$ cat config.mk
export PLATFORM = sky130hd
export DESIGN_NAME = fp32_to_int_conv
export DESIGN_NICKNAME = d
export VERILOG_FILES = /design/src/rtl/fp32_to_int_conv.sv
export SDC_FILE = /design/constraint.sdc
export NUM_CORES = 1
export LEC_CHECK = 0
export ABC_AREA = 0
export BUFFER_PORTS_ARGS = -buffer_cell sky130_fd_sc_hd__buf_4
export CAP_MARGIN = 15
export CORE_UTILIZATION = 40
export DETAILED_ROUTE_END_ITERATION = 16
export PLACE_DENSITY_LB_ADDON = 0.1
export SETUP_SLACK_MARGIN = 0.4
export SYNTH_ARGS = -nofsm -noshare
export SYNTH_HDL_FRONTEND = slang
export SYNTH_SLANG_ARGS = --single-unit
$ cat constraint.sdc
create_clock -name clk -period 11.5 [get_ports clk]
set_input_delay 1.725 -clock clk [delete_from_list [all_inputs] [get_ports clk]]
set_output_delay 1.725 -clock clk [all_outputs]
set_load 0.03 [all_outputs]
$ cat src/rtl/fp32_to_int_conv.sv
// Two-stage FP32 -> signed fixed-point converter with RNE rounding, saturation and status flags.
// Define FP2INT_STATS_EN to add the 16-bit saturating sat_count port and its counter.
`timescale 1ns/1ps
module fp32_to_int_conv #(
   parameter int OUT_W  = 32,
   parameter int FRAC_W = 0,
   parameter int BIAS   = 127
) (
   input  logic             clk,
   input  logic             rst_n,
   input  logic             in_valid,
   output logic             in_ready,
   input  logic [31:0]      in_data,
   output logic             out_valid,
   input  logic             out_ready,
   output logic [OUT_W-1:0] out_data,
   output logic [2:0]       out_flags
`ifdef FP2INT_STATS_EN
   ,
   output logic [15:0]      sat_count
`endif
);

   logic                    w_adv1, w_adv2;
   logic                    r_vld_p1, r_vld_p2;
   logic                    r_sgn_p1, r_nan_p1, r_inf_p1;
   logic [23:0]             r_man_p1;
   logic signed [9:0]       r_sh_p1;
   logic [OUT_W-1:0]        r_data_p2;
   logic [2:0]              r_flags_p2;

   logic [7:0]              w_exp, w_exp_eff;
   logic [22:0]             w_frac;
   logic                    w_hid;
   logic signed [9:0]       w_sh;

   logic                    w_ovf, w_grd, w_stk;
   logic [4:0]              w_rs;
   logic [49:0]             w_ext;
   logic [63:0]             w_mag, w_rnd;
   logic [OUT_W:0]          w_sat;
   logic [OUT_W-1:0]        w_data;
   logic [2:0]              w_flags;

   function automatic logic [63:0] f_rne(input logic [63:0] mag, input logic grd,
                                         input logic stk);
      return mag + {63'd0, grd & (stk | mag[0])};
   endfunction

   // Returns {saturated, result}; the negative limit is one larger than the positive one.
   function automatic logic [OUT_W:0] f_sat(input logic sgn, input logic [63:0] mag,
                                            input logic force_sat);
      logic [63:0] lim;
      lim = sgn ? (64'd1 << (OUT_W-1)) : ((64'd1 << (OUT_W-1)) - 64'd1);
      if (force_sat || (mag > lim))
         return sgn ? {2'b11, {(OUT_W-1){1'b0}}} : {2'b10, {(OUT_W-1){1'b1}}};
      else
         return {1'b0, sgn ? OUT_W'(~mag + 64'd1) : OUT_W'(mag)};
   endfunction

   assign w_adv2    = ~r_vld_p2 | out_ready;
   assign w_adv1    = ~r_vld_p1 | w_adv2;
   assign in_ready  = w_adv1;
   assign out_valid = r_vld_p2;
   assign out_data  = r_data_p2;
   assign out_flags = r_flags_p2;

   always_comb begin
      w_exp     = in_data[30:23];
      w_frac    = in_data[22:0];
      w_hid     = (w_exp != 8'd0);
      w_exp_eff = w_hid ? w_exp : 8'd1;
      w_sh      = 10'(int'(w_exp_eff) - BIAS + FRAC_W - 23);
   end

   // ---- stage 1: unpack and classify ----
   always_ff @(posedge clk or negedge rst_n) begin
      if (!rst_n)
         r_vld_p1 <= 1'b0;
      else if (w_adv1)
         r_vld_p1 <= in_valid;
   end

   always_ff @(posedge clk) begin
      if (w_adv1) begin
         r_sgn_p1 <= in_data[31];
         r_nan_p1 <= (w_exp == 8'hFF) && (w_frac != 23'd0);
         r_inf_p1 <= (w_exp == 8'hFF) && (w_frac == 23'd0);
         r_man_p1 <= {w_hid, w_frac};
         r_sh_p1  <= w_sh;
      end
   end

   always_comb begin
      w_ovf = 1'b0;
      w_grd = 1'b0;
      w_stk = 1'b0;
      w_rs  = 5'd0;
      w_ext = 50'd0;
      w_mag = 64'd0;
      if (r_sh_p1 >= 10'sd0) begin
         if (r_sh_p1 > 10'sd40)
            w_ovf = |r_man_p1;
         else
            w_mag = {40'd0, r_man_p1} << r_sh_p1[5:0];
      end else if (r_sh_p1 < -10'sd25) begin
         w_stk = |r_man_p1;
      end else begin
         // Low 26 bits of the extended word hold the guard bit and the sticky field.
         w_rs  = 5'(-r_sh_p1);
         w_ext = {r_man_p1, 26'd0} >> w_rs;
         w_mag = {40'd0, w_ext[49:26]};
         w_grd = w_ext[25];
         w_stk = |w_ext[24:0];
      end
      w_rnd = f_rne(w_mag, w_grd, w_stk);
      w_sat = f_sat(r_sgn_p1, w_rnd, w_ovf | r_inf_p1);
      if (r_nan_p1) begin
         w_data  = '0;
         w_flags = 3'b100;
      end else if (w_sat[OUT_W]) begin
         w_data  = w_sat[OUT_W-1:0];
         w_flags = 3'b010;
      end else begin
         w_data  = w_sat[OUT_W-1:0];
         w_flags = {2'b00, w_grd | w_stk};
      end
   end

   // ---- stage 2: round, saturate, present ----
   always_ff @(posedge clk or negedge rst_n) begin
      if (!rst_n) begin
         r_vld_p2   <= 1'b0;
         r_data_p2  <= '0;
         r_flags_p2 <= 3'b000;
      end else if (w_adv2) begin
         r_vld_p2 <= r_vld_p1;
         if (r_vld_p1) begin
            r_data_p2  <= w_data;
            r_flags_p2 <= w_flags;
         end
      end
   end

`ifdef FP2INT_STATS_EN
   logic [15:0] r_sat_cnt;

   always_ff @(posedge clk or negedge rst_n) begin
      if (!rst_n)
         r_sat_cnt <= 16'd0;
      else if (r_vld_p2 && out_ready && r_flags_p2[1] && (r_sat_cnt != 16'hFFFF))
         r_sat_cnt <= r_sat_cnt + 16'd1;
   end

   assign sat_count = r_sat_cnt;
`endif

endmodule

==> impl_metrics.xml, run 1 <==
<?xml version="1.0" encoding="UTF-8"?>
<metrics>
  <group name="power">
    <metric name="vdd_drop_max" unit="V">0.00006086</metric>
    <metric name="seq_power_share" unit="">0.274</metric>
    <metric name="internal-power" unit="µW">747.0</metric>
    <metric name="p_sw_frac" unit="">0.4526</metric>
    <metric name="p_per_area" unit="mW/mm²">122.4</metric>
    <metric name="power.share.clock" unit="">0.209</metric>
    <metric name="power_switching" unit="µW">617.5</metric>
    <metric name="leakage" unit="µW">0.004441</metric>
    <metric name="combPwrFrac" unit="">0.517</metric>
  </group>
  <group name="worst_hold_path">
    <metric name="holdCritStartpoint" unit="">out_data[13]$_DFFE_PN0P_</metric>
    <metric name="worst_hold_path_type" unit="">reg -&gt; reg</metric>
  </group>
  <group name="synthesis">
    <metric name="ys.flop_type" unit="">sky130_fd_sc_hd__edfxtp_1</metric>
    <metric name="synth.top_cells.by_area" unit="">sky130_fd_sc_hd__edfxtp_1 11%, sky130_fd_sc_hd__dfrtp_1 9.0%, sky130_fd_sc_hd__mux4_2 8.5%, sky130_fd_sc_hd__mux2i_1 6.1%, sky130_fd_sc_hd__ha_1 4.4%</metric>
    <metric name="synth_warnings" unit="">0</metric>
    <metric name="number_of_flops_mapped_to_enable_cells_by_yosys" unit="">37</metric>
    <metric name="synth_adder_area_share" unit="">0.04367</metric>
    <metric name="yosys-mux-area-fraction" unit="">0.2011</metric>
    <metric name="yosys.area_share.xor_xnor" unit="">0.03118</metric>
    <metric name="synth_fp_nets" unit="">1274</metric>
    <metric name="synth_top_area_frac" unit="">0.1077</metric>
    <metric name="synth_top_family_by_area" unit="">simple AND/OR/NAND/NOR gates</metric>
    <metric name="syn_area" unit="mm²">0.01031</metric>
    <metric name="most_instantiated_library_cell_after_synthesis" unit="">sky130_fd_sc_hd__nand2_1</metric>
    <metric name="seq_area_frac_synth" unit="">0.1975</metric>
    <metric name="synthesis.instances" unit="">1202</metric>
    <metric name="yosys.area.top_type" unit="">sky130_fd_sc_hd__edfxtp_1</metric>
    <metric name="synth_simple_gate_area_frac" unit="">0.2363</metric>
    <metric name="post_synthesis_async_set_or_reset_flop_share" unit="">0.5000</metric>
    <metric name="most_used_standard_cells_in_the_synthesized_netlist" unit="">102 x sky130_fd_sc_hd__nand2_1, 87 x sky130_fd_sc_hd__a21oi_1, 83 x sky130_fd_sc_hd__nor2_1</metric>
    <metric name="ys_ff_latch" unit="">74</metric>
    <metric name="post_synth_num_cell_types" unit="">102</metric>
    <metric name="synth.avg_cell_area" unit="µm²">8.580</metric>
    <metric name="synth_compound_area_frac" unit="">0.2201</metric>
  </group>
  <group name="drt">
    <metric name="detail_route.first_pass.iterations" unit="">6</metric>
    <metric name="route.final.wire_length" unit="µm">35970</metric>
    <metric name="wl_per_cell" unit="µm">23.19</metric>
    <metric name="antenna_left" unit="">0</metric>
    <metric name="drc_errors" unit="">0</metric>
    <metric name="route.vias.total" unit="">10090</metric>
    <metric name="routed_via_density" unit="">6.504</metric>
    <metric name="dr.first_iter.drc_count" unit="">1113</metric>
  </group>
  <group name="floorplanning">
    <metric name="die-width" unit="µm">162.6</metric>
    <metric name="die_height" unit="µm">162.6</metric>
    <metric name="io_pins" unit="">73</metric>
    <metric name="core-area" unit="mm²">0.02525</metric>
    <metric name="fp-row-count" unit="">58</metric>
    <metric name="initial_core_util" unit="">0.4084</metric>
    <metric name="design.die.area" unit="mm²">0.02643</metric>
  </group>
  <group name="final_layout">
    <metric name="layout_cell_share_with_drive_strength_beyond_1" unit="">0.1884</metric>
    <metric name="areaGrowthSynthToFinish" unit="%">8.079</metric>
    <metric name="final_net_count" unit="">1289</metric>
    <metric name="post-route-cell-area" unit="mm²">0.01115</metric>
    <metric name="multi_input_area" unit="mm²">0.007562</metric>
    <metric name="count_of_filler_cells_inserted_in_the_layout" unit="">2578</metric>
    <metric name="final-seq-area" unit="mm²">0.002037</metric>
    <metric name="antennaDiodeCount" unit="">0</metric>
  </group>
  <group name="timing">
    <metric name="skew" unit="ns">0.01097</metric>
    <metric name="worst_slew_pin_slew" unit="ns">1.064</metric>
    <metric name="slew-limit-headroom" unit="">0.2720</metric>
    <metric name="drv_slew" unit="">0</metric>
    <metric name="setup_viol" unit="">0</metric>
    <metric name="finalWorstPathRequiredPeriod" unit="ns">9.149</metric>
    <metric name="final_min_period_over_clock_period" unit="">0.7956</metric>
    <metric name="finalHoldViolCount" unit="">0</metric>
    <metric name="fmax" unit="GHz">0.1093</metric>
    <metric name="setup_tns" unit="ns">0</metric>
    <metric name="unrepaired_setup_endpoints_after_global_routing" unit="">no</metric>
  </group>
  <group name="clocking">
    <metric name="post_cts_resize_count" unit="">0</metric>
    <metric name="cts_sinks" unit="">74</metric>
    <metric name="cts_hold_buffers" unit="">0</metric>
    <metric name="clock_latency" unit="ns">0.36</metric>
    <metric name="cts-htree-levels" unit="">3</metric>
    <metric name="clk_pin_slew_worst_paths" unit="ns">0.06</metric>
    <metric name="cts_made_buffers" unit="">9</metric>
    <metric name="clock_tree_from_tritoncts" unit="">built</metric>
    <metric name="cts_root_buf" unit="">sky130_fd_sc_hd__clkbuf_16</metric>
    <metric name="cts_setup_buffers" unit="">0</metric>
    <metric name="maximum_number_of_buffers_from_clock_root_to_sink" unit="">2</metric>
  </group>
  <group name="place">
    <metric name="gp_congestion" unit="">0.9672</metric>
    <metric name="hpwl_detailed" unit="µm">27440</metric>
    <metric name="dpl-instance-area" unit="mm²">0.01087</metric>
    <metric name="io_buf_count" unit="">72</metric>
  </group>
  <group name="setup_path">
    <metric name="critical_path.slowest_cell" unit="">sky130_fd_sc_hd__or4_1</metric>
    <metric name="worst_path_largest_cell_delay" unit="ns">0.73</metric>
    <metric name="worst_setup_path_start_kind" unit="">register</metric>
    <metric name="worst-endpoint-required" unit="ns">11.77</metric>
    <metric name="endpoint_kind" unit="">register</metric>
    <metric name="r2r_slack" unit="ns">2.35</metric>
    <metric name="worst-setup-path-type" unit="">reg -&gt; reg</metric>
    <metric name="rr_startpoint" unit="">r_sh_p1[1]$_DFFE_PP_</metric>
    <metric name="worst-path-max-fanout" unit="">52</metric>
    <metric name="cp_data_arrival_time" unit="ns">9.42</metric>
    <metric name="cp-startpoint" unit="">r_sh_p1[1]$_DFFE_PP_</metric>
  </group>
  <group name="job">
    <metric name="total_of_max_cap_violations" unit="">0</metric>
  </group>
  <group name="global_routing">
    <metric name="global_route_wire_length_before_repair" unit="µm">56100</metric>
    <metric name="track_usage" unit="">0.2774</metric>
    <metric name="grt_start_max_net_pins" unit="">65</metric>
    <metric name="globalRoute.totalOverflow" unit="">0</metric>
    <metric name="antenna_found_initial" unit="">0</metric>
    <metric name="via_count_of_the_first_global_routing_pass" unit="">9429</metric>
  </group>
  <group name="outcome">
    <metric name="outcome" unit="">finished clean</metric>
  </group>
</metrics>
flip-flops by register name (all words and copies together) (netlist names):
register / flops
r_sgn_p1: 1
out_valid: 1
r_man_p1: 24
r_vld_p1: 1
r_inf_p1: 1
out_flags: 3
r_nan_p1: 1
r_sh_p1: 10
out_data: 32
stage by stage:
step                      cells  hold WS (ns)  setup WS [ns]  total power (µW)    util
final                      1551        0.4823          2.351              1365  0.4414
after global routing       1551        0.5065          1.445              1436  0.4414
after global placement     1536        0.4682          2.596              1074  0.4303
after detailed placement   1536        0.4767          2.391              1068  0.4303
after CTS                  1551        0.4906          2.360              1356  0.4414
after floorplan            1202        0.4795          3.875             865.1       -
power by group through the flow:
stage	registers [µW]	logic (µW)	clock network, µW
after detailed placement	377	690	0
final	373	706	285
after CTS	372	694	290
after floorplan	414	451	0
after global routing	379	756	301
after global placement	377	696	0
worst max-delay path, delay by kind of cell, from the launching register on:
family	cells	cell delay, ns
AO/OA/AOI/OAI	5	1.15
adder cells (fa/ha/maj)	3	1.09
buffers and inverters	4	1.91
flip-flops	1	0.32
multiplexers	1	0.39
AND/OR/NAND/NOR	15	4.15
layout make-up:
| cell class | count | share of cell area |
|---|---|---|
| multi-input combinational | 1000 | 0.6784 |
| sequential | 74 | 0.1827 |
| timing repair buffer | 96 | 0.06465 |
| tap | 330 | 0.03704 |
| clock buffer | 11 | 0.02279 |
| inverter | 36 | 0.01212 |
| clock inverter | 4 | 0.002245 |
worst paths after layout:
check / end / cells after the start
min in group asynchronous: out_data[3]$_DFFE_PN0P_ / 1
max in group asynchronous: out_data[26]$_DFFE_PN0P_ / 1
hold / removal: out_data[13]$_DFFE_PN0P_ / 2
setup / recovery: out_data[28]$_DFFE_PN0P_ / 28
hold reg to reg: out_data[13]$_DFFE_PN0P_ / 2
setup reg to reg: out_data[28]$_DFFE_PN0P_ / 28
routing by layer:
metal,vias up,GRT usage,part of all wire
met5,-,0,0
met4,0,0.08284,0.027
met3,65,0.06061,0.080
met2,476,0.4233,0.44
met1,4859,0.3901,0.45
li1,4688,-,-
layout by cell type, fill, tap and decap left out, types with 11 or more instances in the layout:
cell type                  instances
sky130_fd_sc_hd__a211oi_1         16
sky130_fd_sc_hd__a21o_1           14
sky130_fd_sc_hd__a21oi_1          87
sky130_fd_sc_hd__a221o_1          11
sky130_fd_sc_hd__and2_1           14
sky130_fd_sc_hd__buf_4            96
sky130_fd_sc_hd__dfrtp_1          37
sky130_fd_sc_hd__edfxtp_1         37
sky130_fd_sc_hd__ha_1             36
sky130_fd_sc_hd__inv_1            33
sky130_fd_sc_hd__mux2_2           33
sky130_fd_sc_hd__mux2i_1          63
sky130_fd_sc_hd__mux4_2           39
sky130_fd_sc_hd__nand2_1         102
sky130_fd_sc_hd__nand2b_1         19
sky130_fd_sc_hd__nand3_1          50
sky130_fd_sc_hd__nand4_1          25
sky130_fd_sc_hd__nor2_1           83
sky130_fd_sc_hd__nor2b_1          13
sky130_fd_sc_hd__nor3_1           48
sky130_fd_sc_hd__nor4_1           24
sky130_fd_sc_hd__o211ai_1         13
sky130_fd_sc_hd__o21ai_0          67
sky130_fd_sc_hd__xnor2_1          19
sky130_fd_sc_hd__xor2_1           14
cell families (layout without fill, tap and decap cells):
group                    Yosys count  in the layout
AO/OA/AOI/OAI                    327            327
XOR/XNOR                          35             35
adder cells (fa/ha/maj)           36             36
buffers and inverters            128            147
flip-flops                        74             74
multiplexers                     145            145
AND/OR/NAND/NOR                  457            457
No activity file was read; power rests on OpenSTA's default activity.
==> run 2, diff against run 1 <==
Clock period 11.5 ns to 8.4 ns, I/O delays scaled along.
==> run 2 against run 1 <==
Effect of this change: power up 42%; count of clock-buffer cells in the layout unchanged; combinational power up 41%; clock power up 52%; sequential power up 36%; first-iteration DRC count down 5.9%; die area unchanged; critical path depth down 2; setup slack worse by 1.4 ns; sequential share of layout area down 0.48 points; design area up 2.7%; critical endpoint is now out_data[12]$_DFFE_PN0P_; largest cell class unchanged; highest routed layer unchanged.
==> impl_metrics.xml, run 2 (synthesis gave the netlist of run 1 again) <==
<?xml version="1.0" encoding="UTF-8"?>
<metrics>
  <group name="outcome">
    <metric name="outcome" unit="">finished clean</metric>
  </group>
  <group name="floorplanning">
    <metric name="die-width" unit="µm">162.6</metric>
    <metric name="core-area" unit="mm²">0.02525</metric>
    <metric name="io_pins" unit="">73</metric>
    <metric name="design.die.area" unit="mm²">0.02643</metric>
    <metric name="die_height" unit="µm">162.6</metric>
    <metric name="fp-row-count" unit="">58</metric>
    <metric name="initial_core_util" unit="">0.4084</metric>
  </group>
  <group name="final_layout">
    <metric name="largest_register_ff_count" unit="">32</metric>
    <metric name="areaGrowthSynthToFinish" unit="%">11.00</metric>
    <metric name="mostFrequentLayoutCells" unit="">124 x sky130_fd_sc_hd__buf_4, 102 x sky130_fd_sc_hd__nand2_1, 87 x sky130_fd_sc_hd__a21oi_1, 83 x sky130_fd_sc_hd__nor2_1, 67 x sky130_fd_sc_hd__o21ai_0</metric>
    <metric name="final_common_cell" unit="">sky130_fd_sc_hd__buf_4</metric>
    <metric name="layout_cell_share_with_drive_strength_beyond_1" unit="">0.2107</metric>
    <metric name="antennaDiodeCount" unit="">0</metric>
    <metric name="final_net_count" unit="">1320</metric>
  </group>
  <group name="timing">
    <metric name="worst_slew_pin_slew" unit="ns">1.080</metric>
    <metric name="skew" unit="ns">0.01088</metric>
    <metric name="layout_setup_ws" unit="ns">0.9606</metric>
    <metric name="fmax" unit="GHz">0.1344</metric>
    <metric name="drv_slew" unit="">0</metric>
    <metric name="hold_slack" unit="ns">0.4787</metric>
    <metric name="unrepaired_setup_endpoints_after_global_routing" unit="">no</metric>
    <metric name="slew-limit-headroom" unit="">0.2612</metric>
    <metric name="setup_viol" unit="">0</metric>
    <metric name="setup_tns" unit="ns">0</metric>
    <metric name="finalWorstPathRequiredPeriod" unit="ns">7.439</metric>
    <metric name="final_min_period_over_clock_period" unit="">0.8856</metric>
    <metric name="finalHoldViolCount" unit="">0</metric>
  </group>
  <group name="clocking">
    <metric name="cts_root_buf" unit="">sky130_fd_sc_hd__clkbuf_16</metric>
    <metric name="cts-htree-levels" unit="">3</metric>
    <metric name="cts_sinks" unit="">74</metric>
    <metric name="clk_pin_slew_worst_paths" unit="ns">0.07</metric>
    <metric name="cts_hold_buffers" unit="">0</metric>
    <metric name="cts_made_buffers" unit="">9</metric>
    <metric name="maximum_number_of_buffers_from_clock_root_to_sink" unit="">2</metric>
    <metric name="clock_latency" unit="ns">0.36</metric>
    <metric name="clock_tree_from_tritoncts" unit="">built</metric>
  </group>
  <group name="setup_path">
    <metric name="critical_path.slowest_cell" unit="">sky130_fd_sc_hd__edfxtp_1</metric>
    <metric name="cp_data_arrival_time" unit="ns">7.68</metric>
    <metric name="worst-path-max-fanout" unit="">15</metric>
    <metric name="worst_path_largest_cell_delay" unit="ns">0.69</metric>
    <metric name="worst-endpoint-required" unit="ns">8.64</metric>
    <metric name="worst-setup-path-type" unit="">reg -&gt; reg</metric>
    <metric name="worst_setup_path_start_kind" unit="">register</metric>
    <metric name="crit_path_frequent_cell" unit="">sky130_fd_sc_hd__nor2_1</metric>
    <metric name="endpoint_kind" unit="">register</metric>
  </group>
  <group name="job">
    <metric name="total_of_max_cap_violations" unit="">0</metric>
  </group>
  <group name="power">
    <metric name="p_per_area" unit="mW/mm²">169.0</metric>
    <metric name="leakage" unit="µW">0.004616</metric>
    <metric name="vdd_drop_max" unit="V">0.00009932</metric>
  </group>
  <group name="drt">
    <metric name="drc_errors" unit="">0</metric>
    <metric name="wl_per_cell" unit="µm">22.99</metric>
    <metric name="antenna_left" unit="">0</metric>
    <metric name="route.final.wire_length" unit="µm">36390</metric>
    <metric name="routed_via_density" unit="">6.495</metric>
    <metric name="dr.first_iter.drc_count" unit="">1047</metric>
    <metric name="detail_route.first_pass.iterations" unit="">5</metric>
    <metric name="route.vias.total" unit="">10280</metric>
  </group>
  <group name="global_routing">
    <metric name="globalRoute.totalOverflow" unit="">0</metric>
    <metric name="track_usage" unit="">0.2805</metric>
    <metric name="via_count_of_the_first_global_routing_pass" unit="">9698</metric>
    <metric name="grt_start_max_net_pins" unit="">63</metric>
    <metric name="antenna_found_initial" unit="">1</metric>
    <metric name="global_route_wire_length_before_repair" unit="µm">57000</metric>
  </group>
  <group name="worst_hold_path">
    <metric name="worst_hold_path_type" unit="">reg -&gt; reg</metric>
  </group>
  <group name="place">
    <metric name="post-place-ws" unit="ns">0.6399</metric>
    <metric name="hpwl_detailed" unit="µm">28230</metric>
    <metric name="io_buf_count" unit="">72</metric>
    <metric name="gp_congestion" unit="">0.9970</metric>
  </group>
</metrics>
[run 2: changes by cell type in the layout (fill, tap and decap cells not counted)]
cell                        delta
sky130_fd_sc_hd__buf_6         +1
sky130_fd_sc_hd__clkinv_2      -2
sky130_fd_sc_hd__clkbuf_8      +2
sky130_fd_sc_hd__buf_12        +2
sky130_fd_sc_hd__bufinv_16     +1
sky130_fd_sc_hd__nor4_1        -1
sky130_fd_sc_hd__inv_4         +1
sky130_fd_sc_hd__clkinv_4      +1
sky130_fd_sc_hd__clkbuf_16     -1
sky130_fd_sc_hd__clkbuf_1      -1
sky130_fd_sc_hd__nor4_2        +1
sky130_fd_sc_hd__buf_4        +28
[run 2: metal layers]
metal | wire (µm) | up-vias | track usage
met4 | 1029 | 0 | 0.09346
met3 | 2610 | 66 | 0.03998
li1 | - | 4765 | -
met1 | 16660 | 5006 | 0.4013
met5 | 0 | - | 0
met2 | 16100 | 444 | 0.4312
[run 2: critical path: cells and delay by family (launching register included)]
family | cells | cell delay [ns]
AOI/OAI and AO/OA | 10 | 2.89
xor gates and xnor gates | 1 | 0.28
adders and majority gates | 2 | 0.57
buffers and inverters | 4 | 0.65
DFF | 1 | 0.69
and+or+nand+nor | 9 | 2.24
[run 2: final timing paths]
check | start | to | slack (ns) | cells past startpoint
max in group asynchronous | rst_n | out_data[26]$_DFFE_PN0P_ | 7.20 | 1
min | out_data[19]$_DFFE_PN0P_ | out_data[19]$_DFFE_PN0P_ | 0.48 | 2
max reg2reg | r_sh_p1[2]$_DFFE_PP_ | out_data[12]$_DFFE_PN0P_ | 0.96 | 26
max | r_sh_p1[2]$_DFFE_PP_ | out_data[12]$_DFFE_PN0P_ | 0.96 | 26
min in group asynchronous | rst_n | out_flags[1]$_DFFE_PN0P_ | 0.86 | 1
min reg2reg | out_data[19]$_DFFE_PN0P_ | out_data[19]$_DFFE_PN0P_ | 0.48 | 2
[run 2: report_power, final]
group / internal (µW) / total [µW] / switching, µW
clock network: 248 / 434 / 185
logic: 383 / 994 / 611
registers: 442 / 507 / 65.6
[run 2: repair_timing]
| item | in CTS | in global routing |
|---|---|---|
| gates resized for setup | 0 | 2 |
| endpoints found under the setup margin | 0 | 34 |
| setup buffers | 0 | 5 |
[run 2: layout make-up]
| class | count | area, µm² |
|---|---|---|
| Inverter | 36 | 135.1 |
| Clock buffer | 11 | 252.7 |
| Timing Repair Buffer | 127 | 982.2 |
| Fill cell | 2571 | 13810 |
| Sequential cell | 74 | 2037 |
| Tap cell | 330 | 412.9 |
| Clock inverter | 5 | 60.06 |
| Multi-Input combinational cell | 1000 | 7569 |
[run 2: through the flow]
| step | total power [µW] | std cells | instance area (µm²) | util |
|---|---|---|---|---|
| final | 1935 | 1583 | 11450 | 0.4533 |
| after CTS | 1920 | 1578 | 11400 | 0.4514 |
| after detailed placement | 1483 | 1562 | 11090 | 0.4391 |
| after global placement | 1491 | 1562 | 11090 | 0.4391 |
| after floorplan | 1184 | 1202 | 10310 | - |
| after global routing | 2032 | 1583 | 11450 | 0.4533 |
==> run 3, diff against run 2 <==
Settings changed: PLACE_DENSITY set to 0.7, PLACE_DENSITY_LB_ADDON 0.1 to unset.
==> run 3 against run 2 <==
Effect of this change: sequential cell count stayed put; sequential power hardly changed; register-to-register slack worse by 0.12 ns; setup slack worse by 0.12 ns; cell count is 1.5% lower; wire length is 2.9% lower; combinational power is 1% lower; power is 1.3% lower; sequential share of layout area is 0.28 points higher; via count is 0.20% higher; maximum frequency is 1.5% lower; clock skew is 0.0022 ns lower; critical path type unchanged.
==> impl_metrics.xml, run 3 (synthesis gave the netlist of run 1 again) <==
<?xml version="1.0" encoding="UTF-8"?>
<metrics>
  <group name="clocking">
    <metric name="maximum_number_of_buffers_from_clock_root_to_sink" unit="">2</metric>
    <metric name="cts_hold_buffers" unit="">0</metric>
    <metric name="clock_latency" unit="ns">0.36</metric>
    <metric name="cts_sinks" unit="">74</metric>
    <metric name="cts_made_buffers" unit="">9</metric>
    <metric name="clk_pin_slew_worst_paths" unit="ns">0.07</metric>
    <metric name="cts-htree-levels" unit="">3</metric>
    <metric name="clock_tree_from_tritoncts" unit="">built</metric>
    <metric name="cts_root_buf" unit="">sky130_fd_sc_hd__clkbuf_16</metric>
    <metric name="cts_setup_buffers" unit="">0</metric>
  </group>
  <group name="power">
    <metric name="vdd_drop_max" unit="V">0.0001244</metric>
    <metric name="seq_power_share" unit="">0.266</metric>
    <metric name="post-layout-total-power" unit="µW">1909</metric>
    <metric name="p_sw_frac" unit="">0.4508</metric>
    <metric name="leakage" unit="µW">0.004509</metric>
    <metric name="p_per_area" unit="mW/mm²">169.4</metric>
    <metric name="internal-power" unit="µW">1049</metric>
    <metric name="combPwrFrac" unit="">0.514</metric>
    <metric name="power_switching" unit="µW">860.8</metric>
    <metric name="power.share.clock" unit="">0.219</metric>
  </group>
  <group name="global_routing">
    <metric name="via_count_of_the_first_global_routing_pass" unit="">9643</metric>
    <metric name="track_usage" unit="">0.2689</metric>
    <metric name="globalRoute.totalOverflow" unit="">0</metric>
    <metric name="global_route_wire_length_before_repair" unit="µm">55280</metric>
    <metric name="grt_start_max_net_pins" unit="">87</metric>
    <metric name="antenna_found_initial" unit="">0</metric>
  </group>
  <group name="drt">
    <metric name="dr.first_iter.drc_count" unit="">1184</metric>
    <metric name="drc_errors" unit="">0</metric>
    <metric name="wl_per_cell" unit="µm">22.66</metric>
    <metric name="route.final.wire_length" unit="µm">35350</metric>
    <metric name="routed_via_density" unit="">6.604</metric>
    <metric name="antenna_left" unit="">0</metric>
    <metric name="route.vias.total" unit="">10300</metric>
    <metric name="detail_route.first_pass.iterations" unit="">7</metric>
  </group>
  <group name="final_layout">
    <metric name="mostFrequentLayoutCells" unit="">102 x sky130_fd_sc_hd__nand2_1, 101 x sky130_fd_sc_hd__buf_4, 87 x sky130_fd_sc_hd__a21oi_1, 82 x sky130_fd_sc_hd__nor2_1, 67 x sky130_fd_sc_hd__o21ai_0</metric>
    <metric name="final_common_cell" unit="">sky130_fd_sc_hd__nand2_1</metric>
    <metric name="final_net_count" unit="">1296</metric>
    <metric name="multi_input_area" unit="mm²">0.007584</metric>
    <metric name="layout_cell_share_with_drive_strength_beyond_1" unit="">0.1969</metric>
    <metric name="areaGrowthSynthToFinish" unit="%">9.281</metric>
    <metric name="final-seq-area" unit="mm²">0.002037</metric>
    <metric name="post-route-util" unit="">0.4463</metric>
    <metric name="largest_register_ff_count" unit="">32</metric>
    <metric name="count_of_filler_cells_inserted_in_the_layout" unit="">2504</metric>
  </group>
  <group name="worst_hold_path">
    <metric name="holdCritStartpoint" unit="">out_data[18]$_DFFE_PN0P_</metric>
    <metric name="hold_depth" unit="">2</metric>
    <metric name="worst_hold_path_type" unit="">reg -&gt; reg</metric>
    <metric name="whs_endpoint" unit="">out_data[18]$_DFFE_PN0P_</metric>
  </group>
  <group name="timing">
    <metric name="fmax" unit="GHz">0.1324</metric>
    <metric name="final_min_period_over_clock_period" unit="">0.8994</metric>
    <metric name="skew" unit="ns">0.008641</metric>
    <metric name="setup_tns" unit="ns">0</metric>
    <metric name="hold_slack" unit="ns">0.4847</metric>
    <metric name="unrepaired_setup_endpoints_after_global_routing" unit="">yes</metric>
    <metric name="layout_setup_ws" unit="ns">0.8448</metric>
    <metric name="finalWorstPathRequiredPeriod" unit="ns">7.555</metric>
    <metric name="drv_slew" unit="">0</metric>
    <metric name="setup_viol" unit="">0</metric>
    <metric name="slew-limit-headroom" unit="">0.4125</metric>
    <metric name="finalHoldViolCount" unit="">0</metric>
    <metric name="worst_slew_pin_slew" unit="ns">0.8812</metric>
  </group>
  <group name="setup_path">
    <metric name="cp-startpoint" unit="">r_sh_p1[3]$_DFFE_PP_</metric>
    <metric name="r2r_slack" unit="ns">0.84</metric>
    <metric name="endpoint_kind" unit="">register</metric>
    <metric name="cp_data_arrival_time" unit="ns">7.80</metric>
    <metric name="worstReg2RegEnd" unit="">out_data[29]$_DFFE_PN0P_</metric>
    <metric name="timing.critical_path.buf_inv" unit="">4</metric>
    <metric name="rr_startpoint" unit="">r_sh_p1[3]$_DFFE_PP_</metric>
    <metric name="worst_setup_path_start_kind" unit="">register</metric>
    <metric name="worst_r2r_path_depth" unit="">25</metric>
    <metric name="cell_count_along_the_critical_path" unit="">25</metric>
    <metric name="worst_path_largest_cell_delay" unit="ns">0.82</metric>
    <metric name="worst-setup-path-type" unit="">reg -&gt; reg</metric>
    <metric name="critical_path.slowest_cell" unit="">sky130_fd_sc_hd__a2111oi_1</metric>
    <metric name="worst-endpoint-required" unit="ns">8.65</metric>
    <metric name="critPathTopFamily" unit="">simple AND/OR/NAND/NOR gates</metric>
    <metric name="worst-path-max-fanout" unit="">51</metric>
  </group>
  <group name="floorplanning">
    <metric name="die_height" unit="µm">162.6</metric>
    <metric name="io_pins" unit="">73</metric>
    <metric name="design.die.area" unit="mm²">0.02643</metric>
    <metric name="fp-row-count" unit="">58</metric>
    <metric name="die-width" unit="µm">162.6</metric>
    <metric name="initial_core_util" unit="">0.4084</metric>
    <metric name="core-area" unit="mm²">0.02525</metric>
  </group>
  <group name="place">
    <metric name="gp_congestion" unit="">0.9732</metric>
    <metric name="hpwl_detailed" unit="µm">26750</metric>
    <metric name="io_buf_count" unit="">72</metric>
    <metric name="post-place-ws" unit="ns">0.6200</metric>
  </group>
  <group name="job">
    <metric name="total_of_max_cap_violations" unit="">0</metric>
  </group>
  <group name="outcome">
    <metric name="outcome" unit="">finished clean</metric>
  </group>
</metrics>
-- run 3: cell count changes in the layout (fill, tap and decap cells not counted), moves of 2 or more --
cell,delta
sky130_fd_sc_hd__clkinv_4,-2
sky130_fd_sc_hd__clkbuf_8,-2
sky130_fd_sc_hd__inv_6,+3
sky130_fd_sc_hd__buf_4,-23
-- run 3: layout make-up --
type,count,area share
antenna,1,0.0002220
clock buffer,9,0.01998
clock inverter,7,0.007216
sequential,74,0.1807
tap,330,0.03663
multi-input combinational,1000,0.6728
inverter,36,0.01199
timing repair buffer,103,0.07038
-- run 3: worst max path at each step --
| stage | to |
|---|---|
| after floorplan | out_data[29]$_DFFE_PN0P_ |
| after global placement | out_data[9]$_DFFE_PN0P_ |
| after detailed placement | out_data[29]$_DFFE_PN0P_ |
| after CTS | out_data[29]$_DFFE_PN0P_ |
| after global routing | out_data[9]$_DFFE_PN0P_ |
| final | out_data[29]$_DFFE_PN0P_ |
-- run 3: timing repair --
action / CTS / global route
gates resized for setup: 0 / 7
endpoints found under the hold margin: 0 / 0
setup endpoints to repair: 0 / 33
-- run 3: power groups by stage --
stage                     clock network [µW]  registers, µW  logic [µW]
after floorplan                            0            567         618
after global placement                     0            511         951
after detailed placement                   0            513         954
after CTS                                423            506         958
after global routing                     436            514        1050
final                                    419            508         982
-- run 3: stage by stage --
stage | instances | area, µm²
2_1_floorplan | 1202 | 10310
3_3_place_gp | 1543 | 10930
3_5_place_dp | 1543 | 10930
4_1_cts | 1559 | 11240
5_1_grt | 1559 | 11270
6_report | 1560 | 11270
-- run 3: metal layers --
layer,global-route usage,up-vias,wire [µm]
li1,-,4727,-
met4,0.1045,0,1149
met1,0.3669,4959,15040
met2,0.4248,549,16300
met5,0,-,0
met3,0.04329,67,2859
-- run 3: worst min-delay path, cell delays in order (launching register included) --
cell and delay (ns):
sky130_fd_sc_hd__dfrtp_1 0.35, sky130_fd_sc_hd__nand2_1 0.05, sky130_fd_sc_hd__o21ai_0 0.06
